==> src/rtl/pc_sequencer.sv <==
// pc_sequencer: IF-stage program counter with a valid/ready fetch
// handshake and jump/branch redirect selection.
module pc_sequencer #(
  parameter logic [31:0] RESET_PC = 32'h0000_0000,
  parameter int unsigned PC_STEP  = 4
) (
  input  logic        Clk,
  input  logic        Reset,
  input  logic        Stall,
  input  logic        BranchTaken,
  input  logic [31:0] BranchTarget,
  input  logic        Jump,
  input  logic [31:0] JumpTarget,
  input  logic        FetchReady,
  output logic [31:0] PCResult,
  output logic        PCValid,
  output logic [31:0] PCAddResult,
  output logic        Redirected,
  output logic        AlignErr
);

  localparam logic [31:0] STEP = 32'(PC_STEP);

  typedef enum logic {
    S_BOOT,
    S_RUN
  } state_t;

  state_t      state;
  logic        redir;
  logic [31:0] tgt;
  logic [31:0] pc_nxt;

  always_comb begin
    redir  = Jump | BranchTaken;
    tgt    = Jump ? JumpTarget : BranchTarget;
    pc_nxt = PCResult;
    // Redirects beat Stall; only an accepted fetch steps the PC.
    priority case (1'b1)
      redir:                pc_nxt = {tgt[31:2], 2'b00};
      Stall:                pc_nxt = PCResult;
      PCValid & FetchReady: pc_nxt = PCResult + STEP;
      default:              pc_nxt = PCResult;
    endcase
  end

  always_ff @(posedge Clk) begin
    if (Reset) begin
      state       <= S_BOOT;
      PCResult    <= RESET_PC;
      PCAddResult <= RESET_PC + STEP;
      PCValid     <= 1'b0;
      Redirected  <= 1'b0;
      AlignErr    <= 1'b0;
    end else begin
      unique case (state)
        S_BOOT: begin
          state   <= S_RUN;
          PCValid <= 1'b1;
        end
        S_RUN: begin
          PCResult    <= pc_nxt;
          PCAddResult <= pc_nxt + STEP;
          Redirected  <= redir;
          if (redir && (tgt[1:0] != 2'b00))
            AlignErr <= 1'b1;
        end
      endcase
    end
  end

endmodule

==> config.mk <==
export PLATFORM = sky130hd
export DESIGN_NAME = pc_sequencer
export DESIGN_NICKNAME = d
export VERILOG_FILES = /design/src/rtl/pc_sequencer.sv
export SDC_FILE = /design/constraint.sdc
export NUM_CORES = 1
export LEC_CHECK = 0
export ABC_AREA = 1
export BUFFER_PORTS_ARGS = -buffer_cell sky130_fd_sc_hd__buf_2
export CAP_MARGIN = 20
export CORE_ASPECT_RATIO = 1.5
export CORE_UTILIZATION = 45
export DETAILED_ROUTE_END_ITERATION = 8
export GPL_TIMING_DRIVEN = 0
export HOLD_SLACK_MARGIN = 0.12
export PLACE_DENSITY = 0.8
export SLEW_MARGIN = 10
export SYNTH_ARGS = -nofsm -noshare
export SYNTH_HDL_FRONTEND = slang
export SYNTH_SLANG_ARGS = --single-unit
==> constraint.sdc <==
create_clock -name Clk -period 3 [get_ports Clk]
set_input_delay 0.75 -clock Clk [delete_from_list [all_inputs] [get_ports Clk]]
set_output_delay 0.75 -clock Clk [all_outputs]
set_load 0.1 [all_outputs]
# After elaboration in Yosys (flattened, before gate mapping)
# Index checks and enable logic that the tools add are counted.
totals:
  regBits: 68
  latch_bits: 0
  mem_bits_rw: 0
  romBits: 0
  in_bits: 70
  output_inout_bits: 67
  wordCells: 18
  n_memories: 0
classes:
  addsub: 2
  multipliers: 0
  n_div: 0
  n_lt_le_gt_ge: 0
  eq_ne: 0
  n_shift: 0
  n_mux: 5
  n_bitwise: 2
  reduce_logical: 3
op_table:
  columns: ["operator", "n"]
  rows:
  - ["2-to-1 mux 32 bit", 4]
  - ["adder 32 x 3 -> 32 bit, second input constant", 2]
  - ["AND reduction 2 bit", 1]
  - ["nonzero test 2 bit", 1]
  - ["AND 1 bit", 1]
  - ["logical AND 1 bit", 1]
  - ["2-to-1 mux 1 bit", 1]
  - ["OR 1 bit", 1]

# Logic depth before layout (Yosys ltp)
# Gate-level depths: netlist of the first run.
depth:
  word_depth: 5
  mapped_depth: 19
  mapped_depth_nobuf: 19

# Worst setup path after synthesis of the first run
# No wires, ideal clock.
synth_path:
  path_type: "register -> register"
  startpoint: "register PCValid"
  endpoint: "register PCAddResult[24]"
  setup_time_ns: 0.109
  t_arrival_ns: 2.843
  required_ns: 2.891
  slack_ns: 0.048
  path_stages_with_launch: 19
  n_path_buf: 0
  period_less_slack_ns: 2.952
  cell_sequence: "dfxtp_1 nand2_2 nor2_4 nand2_1 nand3_1 nand2_2 inv_1 ha_1 nand3_1 nor2_2 nand3_4 nor2_4 nand2_4 nor2_4 nand2_1 nand2_1 nand3_1 nand2_1 inv_1"
synth_via:
  elab_chain_len: 5
synth_rtl:
  columns: ["item", "line", "source"]
  rows:
  - ["start: declaration", "16", "output logic PCValid,"]
  - ["start signal: assignment", "52", "PCValid <= 1'b0;"]
  - ["start signal: assignment", "59", "PCValid <= 1'b1;"]
  - ["AND 1 bit", "42", "PCValid & FetchReady: pc_nxt = PCResult + STEP;"]
  - ["2-to-1 mux 32 bit (3 in a row)", "39", "priority case (1'b1)"]
  - ["net pc_nxt[2]", "32", "logic [31:0] pc_nxt;"]
  - ["adder 32 x 3 -> 32 bit", "63", "PCAddResult <= pc_nxt + STEP;"]
  - ["end signal: assignment", "51", "PCAddResult <= RESET_PC + STEP;"]
  - ["end signal: assignment", "63", null]
  - ["end: declaration", "17", "output logic [31:0] PCAddResult,"]
# The timed path passes the listed nets, and every way through them passes these cells.
# A chain may end at the register's enable or synchronous reset.

# Worst setup path after layout of the first run
layout_path:
  startpoint: "input port FetchReady"
  endpoint: "register PCAddResult[24]"
layout_via:
  elab_chain_len: 5
layout_rtl:
  columns: ["item", "line", "source"]
  rows:
  - ["start: declaration", "14", "input logic FetchReady,"]
  - ["AND 1 bit", "42", null]
  - ["2-to-1 mux 32 bit (3 in a row)", "39", null]
  - ["net pc_nxt[2]", "32", null]
  - ["adder 32 x 3 -> 32 bit", "63", null]
# The timed path passes the listed nets, and every way through them passes these cells.

==> out/results.txt, run 1 <==
routed vias -> 5,356
Resized Gates After CTS -> 0
H-tree depth -> 3
CP Max Fanout -> 8
first-pass GRT wire length -> 23,300 µm
R2R cell count -> 16
Peak VDD IR -> 0.000360 V
Port Buf Inserts -> 132
Pwr Density -> 527 mW/mm²
Post-synth ARST share -> 0
worst hold margin -> 0.463 ns
Antenna Cells -> 0
synthesized flop and latch total -> 64
clock insertion delay at the later pin of the skew report -> 0.34 ns
CP Launch Type -> input port
Net Sw Frac -> 0.429
Synth Instances -> 713
area post-placement -> 0.00545 mm²
endpoints failing hold -> 0
clock network power share -> 0.311
drt first-iter violations -> 328
power share of the combinational group -> 0.358
status -> complete, but fails checks
kind of critical path -> in -> reg
failing checks -> design-rule violations
First-pass DRT Iterations -> 9
Reg-to-Reg End -> PCAddResult[24]
r2r setup slk -> 0.23 ns
drt total wl -> 15,300 µm
Residual DRC -> 10
Setup crit end kind -> flop
Netlist cell types -> 42
core area -> 0.0101 mm²
initial antenna violation count -> 0
Max Slew Vio Count -> 0
R2R Path Start -> PCResult[3]
Psw -> 1.29 mW
Leak Pwr -> 2.70 nW
vias in the first global route -> 4,768
Starting Density -> 0.459
Syn Area/Cell -> 6.49 µm²
wire length per cell -> 15.6 µm
Overall Global Routing Usage -> 0.285
die height -> 126 µm
share of the synthesized area in the top cell type -> 0.277
# rows -> 45
period utilization -> 0.933
Primary FF master, synth -> dfxtp_1
YS warnings -> 0
Worst-Margin Slew -> 0.588 ns
Hold Path Origin -> PCAddResult[2]
TritonCTS Buffers -> 9
ratio of cells with drive above 1 in the final layout -> 0.263
post-route cell area -> 0.00571 mm²
Post-synth EDFFs -> 0
class of the worst hold path -> reg -> reg
WHS Endpoint -> PCAddResult[2]
postcts setup bufs -> 0
Area contributors post-synth -> dfxtp_1 28%, nand2_1 11%, nor2_1 7.3%, o21ai_0 6.1%, inv_1 5.8%
synthesized cell area -> 0.00463 mm²
die area -> 0.0107 mm²
IO Pins -> 137
Overflow after GRT -> 0
pin count of the biggest net entering global routing -> 11
CTS tree -> built
Yosys top cell by area -> dfxtp_1
clk_skew -> 0.00652 ns
non-filler cells, final -> 979
DPL Wire Length -> 12,000 µm
# fillers -> 984
hold-critical path depth -> 2
clk buf depth -> 2
Die Wd -> 84.8 µm
Max Freq -> 357 MHz
Post-layout nets -> 931
Sequential Power Share -> 0.332
Inst Count DP -> 965
Post-CTS Hold Buffers -> 0
final count of negative-setup-slack endpoints -> 0
clk slew on worst S/H paths -> 0.05 ns
clock sinks -> 64
internal power -> 1.72 mW
Vias/cell -> 5.47
GPL Wtd Cong -> 0.926
max cap viols -> 0
RSZ-0062 raised after global routing -> no
Synth-to-Final Area Change -> 23.3%
root buffer cell -> clkbuf_16
Slew headroom -> 0.608
WP data required -> 3.23 ns
remaining antenna violation count after routing -> 0
CP arrival -> 3.03 ns
minimum clock period -> 2.80 ns
post-synthesis sequential area ratio -> 0.277
[how the worst max path moves through the flow]
stage                     start              end  cells past startpoint  slack [ns]
floorplan               PCValid  PCAddResult[24]                     18        0.05
global route        PCResult[3]  PCAddResult[24]                     16       0.004
CTS                 PCResult[2]  PCAddResult[24]                     16        0.24
detailed placement   FetchReady  PCAddResult[24]                     19       -0.05
global placement     FetchReady  PCAddResult[24]                     19       -0.06
finish               FetchReady  PCAddResult[24]                     19        0.20
[flip-flops by register name, summed over array words and instances (netlist names)]
| signal | flops |
|---|---|
| PCValid | 1 |
| PCAddResult | 30 |
| PCResult | 30 |
| state | 1 |
| Redirected | 1 |
| AlignErr | 1 |
[cell usage in the layout (no fill, tap or decap), drive strengths merged, types with 4 or more instances in the layout]
cell	netlist	routed
dfxtp	64	64
clkinv	3	4
xnor2	7	7
nand2	163	163
o22a	20	20
conb	1	4
o21ai	58	58
nor2	118	118
nor3	13	13
nand3	66	66
nand3b	8	8
clkbuf	17	30
nand4	17	17
xor2	6	6
inv	77	77
a21oi	44	44
buf	12	144
[worst max-delay path: stages]
cell,delay [ns]
buf_2,0.14
nand2_2,0.12
nor2_4,0.22
nand2_1,0.08
nand3_1,0.12
nand2_2,0.10
inv_1,0.08
ha_1,0.18
nand3_1,0.13
nor2_2,0.21
nand3_4,0.12
nor2_4,0.15
nand2_4,0.10
nor2_4,0.17
nand2_1,0.07
nand2_1,0.06
nand3_1,0.10
nand2_1,0.10
inv_1,0.04
[power groups by stage]
stage / combinational [mW] / clock [mW] / sequential [mW]
floorplan: 0.371 / 0 / 1.48
global placement: 1.06 / 0 / 1.01
detailed placement: 1.07 / 0 / 1.01
CTS: 1.07 / 0.935 / 0.995
global route: 1.13 / 0.974 / 1.00
finish: 1.08 / 0.934 / 0.998
[synthesized netlist by cell type, types with 10 or more instances]
cell type    n
nand2_1    141
nor2_1      90
inv_1       72
dfxtp_1     64
o21ai_0     56
nand3_1     53
a21oi_1     42
o22a_1      20
nand2_2     18
clkbuf_1    17
nand4_1     17
nor2_2      14
nor3_1      13
nor2_4      12
nand3_2     10
[layout make-up]
type | count | area, µm² | area share
Timing Repair Buffer | 132 | 661 | 0.116
Multi-Input combinational cell | 543 | 2910 | 0.510
Clock buffer | 13 | 250 | 0.0439
Buffer | 29 | 144 | 0.0252
Inverter | 80 | 305 | 0.0535
Sequential cell | 64 | 1280 | 0.225
Clock inverter | 1 | 5.00 | 0.000877
Tap cell | 117 | 146 | 0.0257
[per-layer routing]
metal	wire length [µm]	global-route usage	share of wire
met1	5820	0.306	0.38
met2	7670	0.520	0.50
met3	862	0.0393	0.057
met4	894	0.180	0.059
met5	0	0	0
[cell families after synthesis]
group | synth area share
buffers and inverters | 0.0970
flip-flops | 0.277
AND/OR/NAND/NOR | 0.420
XOR/XNOR | 0.0246
other | 0.000810
adder cells (fa/ha/maj) | 0.00540
AO/OA/AOI/OAI | 0.176
[stage by stage]
stage / setup slack, ns / total power [mW] / setup TNS (ns) / utilization
6_report: 0.200 / 3.01 / 0 / 0.566
5_1_grt: 0.00402 / 3.11 / 0 / 0.566
4_1_cts: 0.238 / 3.00 / 0 / 0.566
3_5_place_dp: -0.0520 / 2.08 / -0.0520 / 0.541
3_3_place_gp: -0.0586 / 2.07 / -0.0703 / 0.541
2_1_floorplan: 0.0480 / 1.85 / 0 / -
No activity file was read; power rests on OpenSTA's default activity.
==> run 2, diff against run 1 <==
--- a/config.mk
+++ b/config.mk
@@ -6,14 +6,14 @@
 export NUM_CORES = 1
 export LEC_CHECK = 0
 export ABC_AREA = 1
-export BUFFER_PORTS_ARGS = -buffer_cell sky130_fd_sc_hd__buf_2
 export CAP_MARGIN = 20
 export CORE_ASPECT_RATIO = 1.5
 export CORE_UTILIZATION = 45
 export DETAILED_ROUTE_END_ITERATION = 8
+export DONT_BUFFER_PORTS = 1
 export GPL_TIMING_DRIVEN = 0
 export HOLD_SLACK_MARGIN = 0.12
-export PLACE_DENSITY = 0.8
+export PLACE_DENSITY = 0.69
 export SLEW_MARGIN = 10
 export SYNTH_ARGS = -nofsm -noshare
 export SYNTH_HDL_FRONTEND = slang
==> run 2 against run 1 <==
Against the previous run: the flow still finishes with violations (design-rule violations); worst hold slack better by 0.14 ns; register-to-register slack lost 0.03 ns; power down 0.90%; clock skew is 0.0020 ns lower; non-clock buffer count shrank 125; count of clock-buffer cells in the layout decreased by 2; sequential share of layout area grew 2.8 points; critical path depth down 4; final area fell by 8.3%; sequential power increased by 48%; maximum frequency decreased by 0.12%; first-iteration DRC count increased by 13%; critical path type is now reg -> reg; critical endpoint unchanged; largest power group is now sequential cells.
==> out/results.txt, run 2 (same netlist as run 1, synthesis figures left out) <==
core area -> 0.0101 mm² (unchanged)
CP Launch Type -> flop (was input port)
clock sinks -> 64 (unchanged)
CP Max Fanout -> 8 (unchanged)
worst hold margin -> 0.600 ns (was 0.463 ns)
H-tree depth -> 3 (unchanged)
clk buf depth -> 2 (unchanged)
max cap viols -> 0 (unchanged)
GPL Wtd Cong -> 0.954 (was 0.926)
Overflow after GRT -> 0 (unchanged)
ratio of cells with drive above 1 in the final layout -> 0.176 (was 0.263)
non-filler cells, final -> 855 (was 979)
Tot Pwr -> 2.98 mW (was 3.01 mW)
failing checks -> design-rule violations (unchanged)
clock insertion delay at the later pin of the skew report -> 0.34 ns (about the same)
TritonCTS Buffers -> 9 (unchanged)
Post-CTS Hold Buffers -> 0 (unchanged)
routed vias -> 4,900 (was 5,356)
Max Freq -> 357 MHz (about the same)
Die Wd -> 84.8 µm (unchanged)
Inst Count DP -> 837 (was 965)
first-pass GRT wire length -> 23,900 µm (was 23,300 µm)
drt total wl -> 15,700 µm (was 15,300 µm)
Post-layout nets -> 806 (was 931)
critical-path cell list -> nand2_1 -> nor2_4 -> nand3_1 -> nor2_1 -> nand3b_1 -> nand3_1 -> nand2_1 -> nor2_1 -> nand3_1 -> nor2_4 -> nand2_1 -> nand2_1 -> nand3_1 -> nand2_1 -> inv_1 (was buf_2 -> nand2_2 -> nor2_4 -> nand2_1 -> nand3_1 -> nand2_2 -> inv_1 -> ha_1 -> nand3_1 -> nor2_2 -> nand3_4 -> nor2_4 -> nand2_4 -> nor2_4 -> nand2_1 -> nand2_1 -> nand3_1 -> nand2_1 -> inv_1)
Port Buf Inserts -> 0 (was 132)
# fillers -> 1,029 (was 984)
area post-placement -> 0.00486 mm² (was 0.00545 mm²)
kind of critical path -> reg -> reg (was in -> reg)
Vias/cell -> 5.73 (was 5.47)
DPL Wire Length -> 12,400 µm (was 12,000 µm)
commonest non-fill, non-tap cell in the layout -> nand2_1 (unchanged)
Worst-Margin Slew -> 1.05 ns (was 0.588 ns)
clk slew on worst S/H paths -> 0.05 ns (about the same)
IO Pins -> 137 (unchanged)
WP data required -> 3.24 ns (was 3.23 ns)
clk_skew -> 0.00450 ns (was 0.00652 ns)
Critical-path top delay cell -> dfxtp_2 (was nor2_4)
max incr delay on CP -> 0.70 ns (was 0.22 ns)
Setup crit end kind -> flop (unchanged)
CP arrival -> 3.04 ns (was 3.03 ns)
final count of negative-setup-slack endpoints -> 0 (unchanged)
Peak VDD IR -> 0.000364 V (was 0.000360 V)
sequential standard cell area -> 0.00132 mm² (was 0.00128 mm²)
drt first-iter violations -> 370 (was 328)
initial antenna violation count -> 0 (unchanged)
Slew headroom -> 0.298 (was 0.608)
vias in the first global route -> 4,538 (was 4,768)
Synth-to-Final Area Change -> 13.0% (was 23.3%)
class of the worst hold path -> reg -> reg (unchanged)
# rows -> 45 (unchanged)
die area -> 0.0107 mm² (unchanged)
First-pass DRT Iterations -> 7 (was 9)
die height -> 126 µm (unchanged)
pin count of the biggest net entering global routing -> 11 (unchanged)
Leak Pwr -> 2.20 nW (was 2.70 nW)
status -> complete, but fails checks (unchanged)
commonest cells after routing, fill and taps aside -> 141 x nand2_1, 89 x nor2_1, 72 x inv_1 (was 141 x nand2_1, 136 x buf_2, 89 x nor2_1)
period utilization -> 0.934 (was 0.933)
endpoints failing hold -> 0 (unchanged)
remaining antenna violation count after routing -> 0 (unchanged)
post-route cell area -> 0.00523 mm² (was 0.00571 mm²)
largest registers -> PCAddResult (30), PCResult (30) (unchanged)
Overall Global Routing Usage -> 0.297 (was 0.285)
final setup TNS -> 0 ns (unchanged)
CTS tree -> built (unchanged)
Residual DRC -> 10 (unchanged)
WP buf/inv -> 1 (was 3)
most used cell along the critical path -> nand2_1 (unchanged)
minimum clock period -> 2.80 ns (about the same)
root buffer cell -> clkbuf_16 (unchanged)
Starting Density -> 0.459 (unchanged)
Antenna Cells -> 0 (unchanged)
CP top delay family -> simple AND/OR/NAND/NOR gates (unchanged)
wire length per cell -> 18.4 µm (was 15.6 µm)
Multi-input gate area -> 0.00292 mm² (was 0.00291 mm²)
Max Slew Vio Count -> 0 (unchanged)
Pwr Density -> 570 mW/mm² (was 527 mW/mm²)
run 2: cell type report:
| class | instances | share of cell area |
|---|---|---|
| plain buffers | 29 | 0.0275 |
| flip-flops and latches | 64 | 0.253 |
| clock buffers | 11 | 0.0483 |
| inverters | 80 | 0.0584 |
| clock inverters | 4 | 0.00383 |
| repair buffers | 7 | 0.0222 |
| multi-input cells | 543 | 0.559 |
| well taps | 117 | 0.0280 |
run 2: per-layer routing:
layer	track usage	vias up	routed length, µm
met3	0.0623	57	943
li1	-	2396	-
met1	0.307	2244	5650
met4	0.214	0	1080
met5	0	-	0
met2	0.526	203	8050
run 2: where the power goes:
part           switching [mW]  internal [mW]
Clock                   0.379          0.593
Sequential              0.551          0.924
Combinational           0.361          0.174
run 2: timing repair:
action	in CTS	in global routing
buffers inserted	0	1
setup endpoints to repair	26	15
pin swaps	0	1
resized for setup	20	13
run 2: worst reg2reg max path: stages (launching register included):
cell and delay [ns]:
dfxtp_2 0.70, nand2_1 0.27, nor2_4 0.24, nand3_1 0.10, nor2_1 0.15, nand3b_1 0.09
nand3_1 0.09, nand2_1 0.18, nor2_1 0.19, nand3_1 0.13, nor2_4 0.21, nand2_1 0.09
nand2_1 0.07, nand3_1 0.08, nand2_1 0.09, inv_1 0.03
run 2: through the flow:
step / worst slack (ns) / util
final: 0.197 / 0.519
after global routing: -0.000601 / 0.519
after CTS: 0.00717 / 0.512
after detailed placement: -0.553 / 0.483
after global placement: -0.582 / 0.475
after floorplan: 0.0480 / -
run 2: worst paths after layout:
path,start,to,slack (ns),depth (start not counted)
setup / recovery,PCResult[7],PCAddResult[24],0.20,15
hold / removal,PCResult[4],PCResult[4],0.60,2
setup reg to reg,PCResult[7],PCAddResult[24],0.20,15
hold reg to reg,PCResult[4],PCResult[4],0.60,2
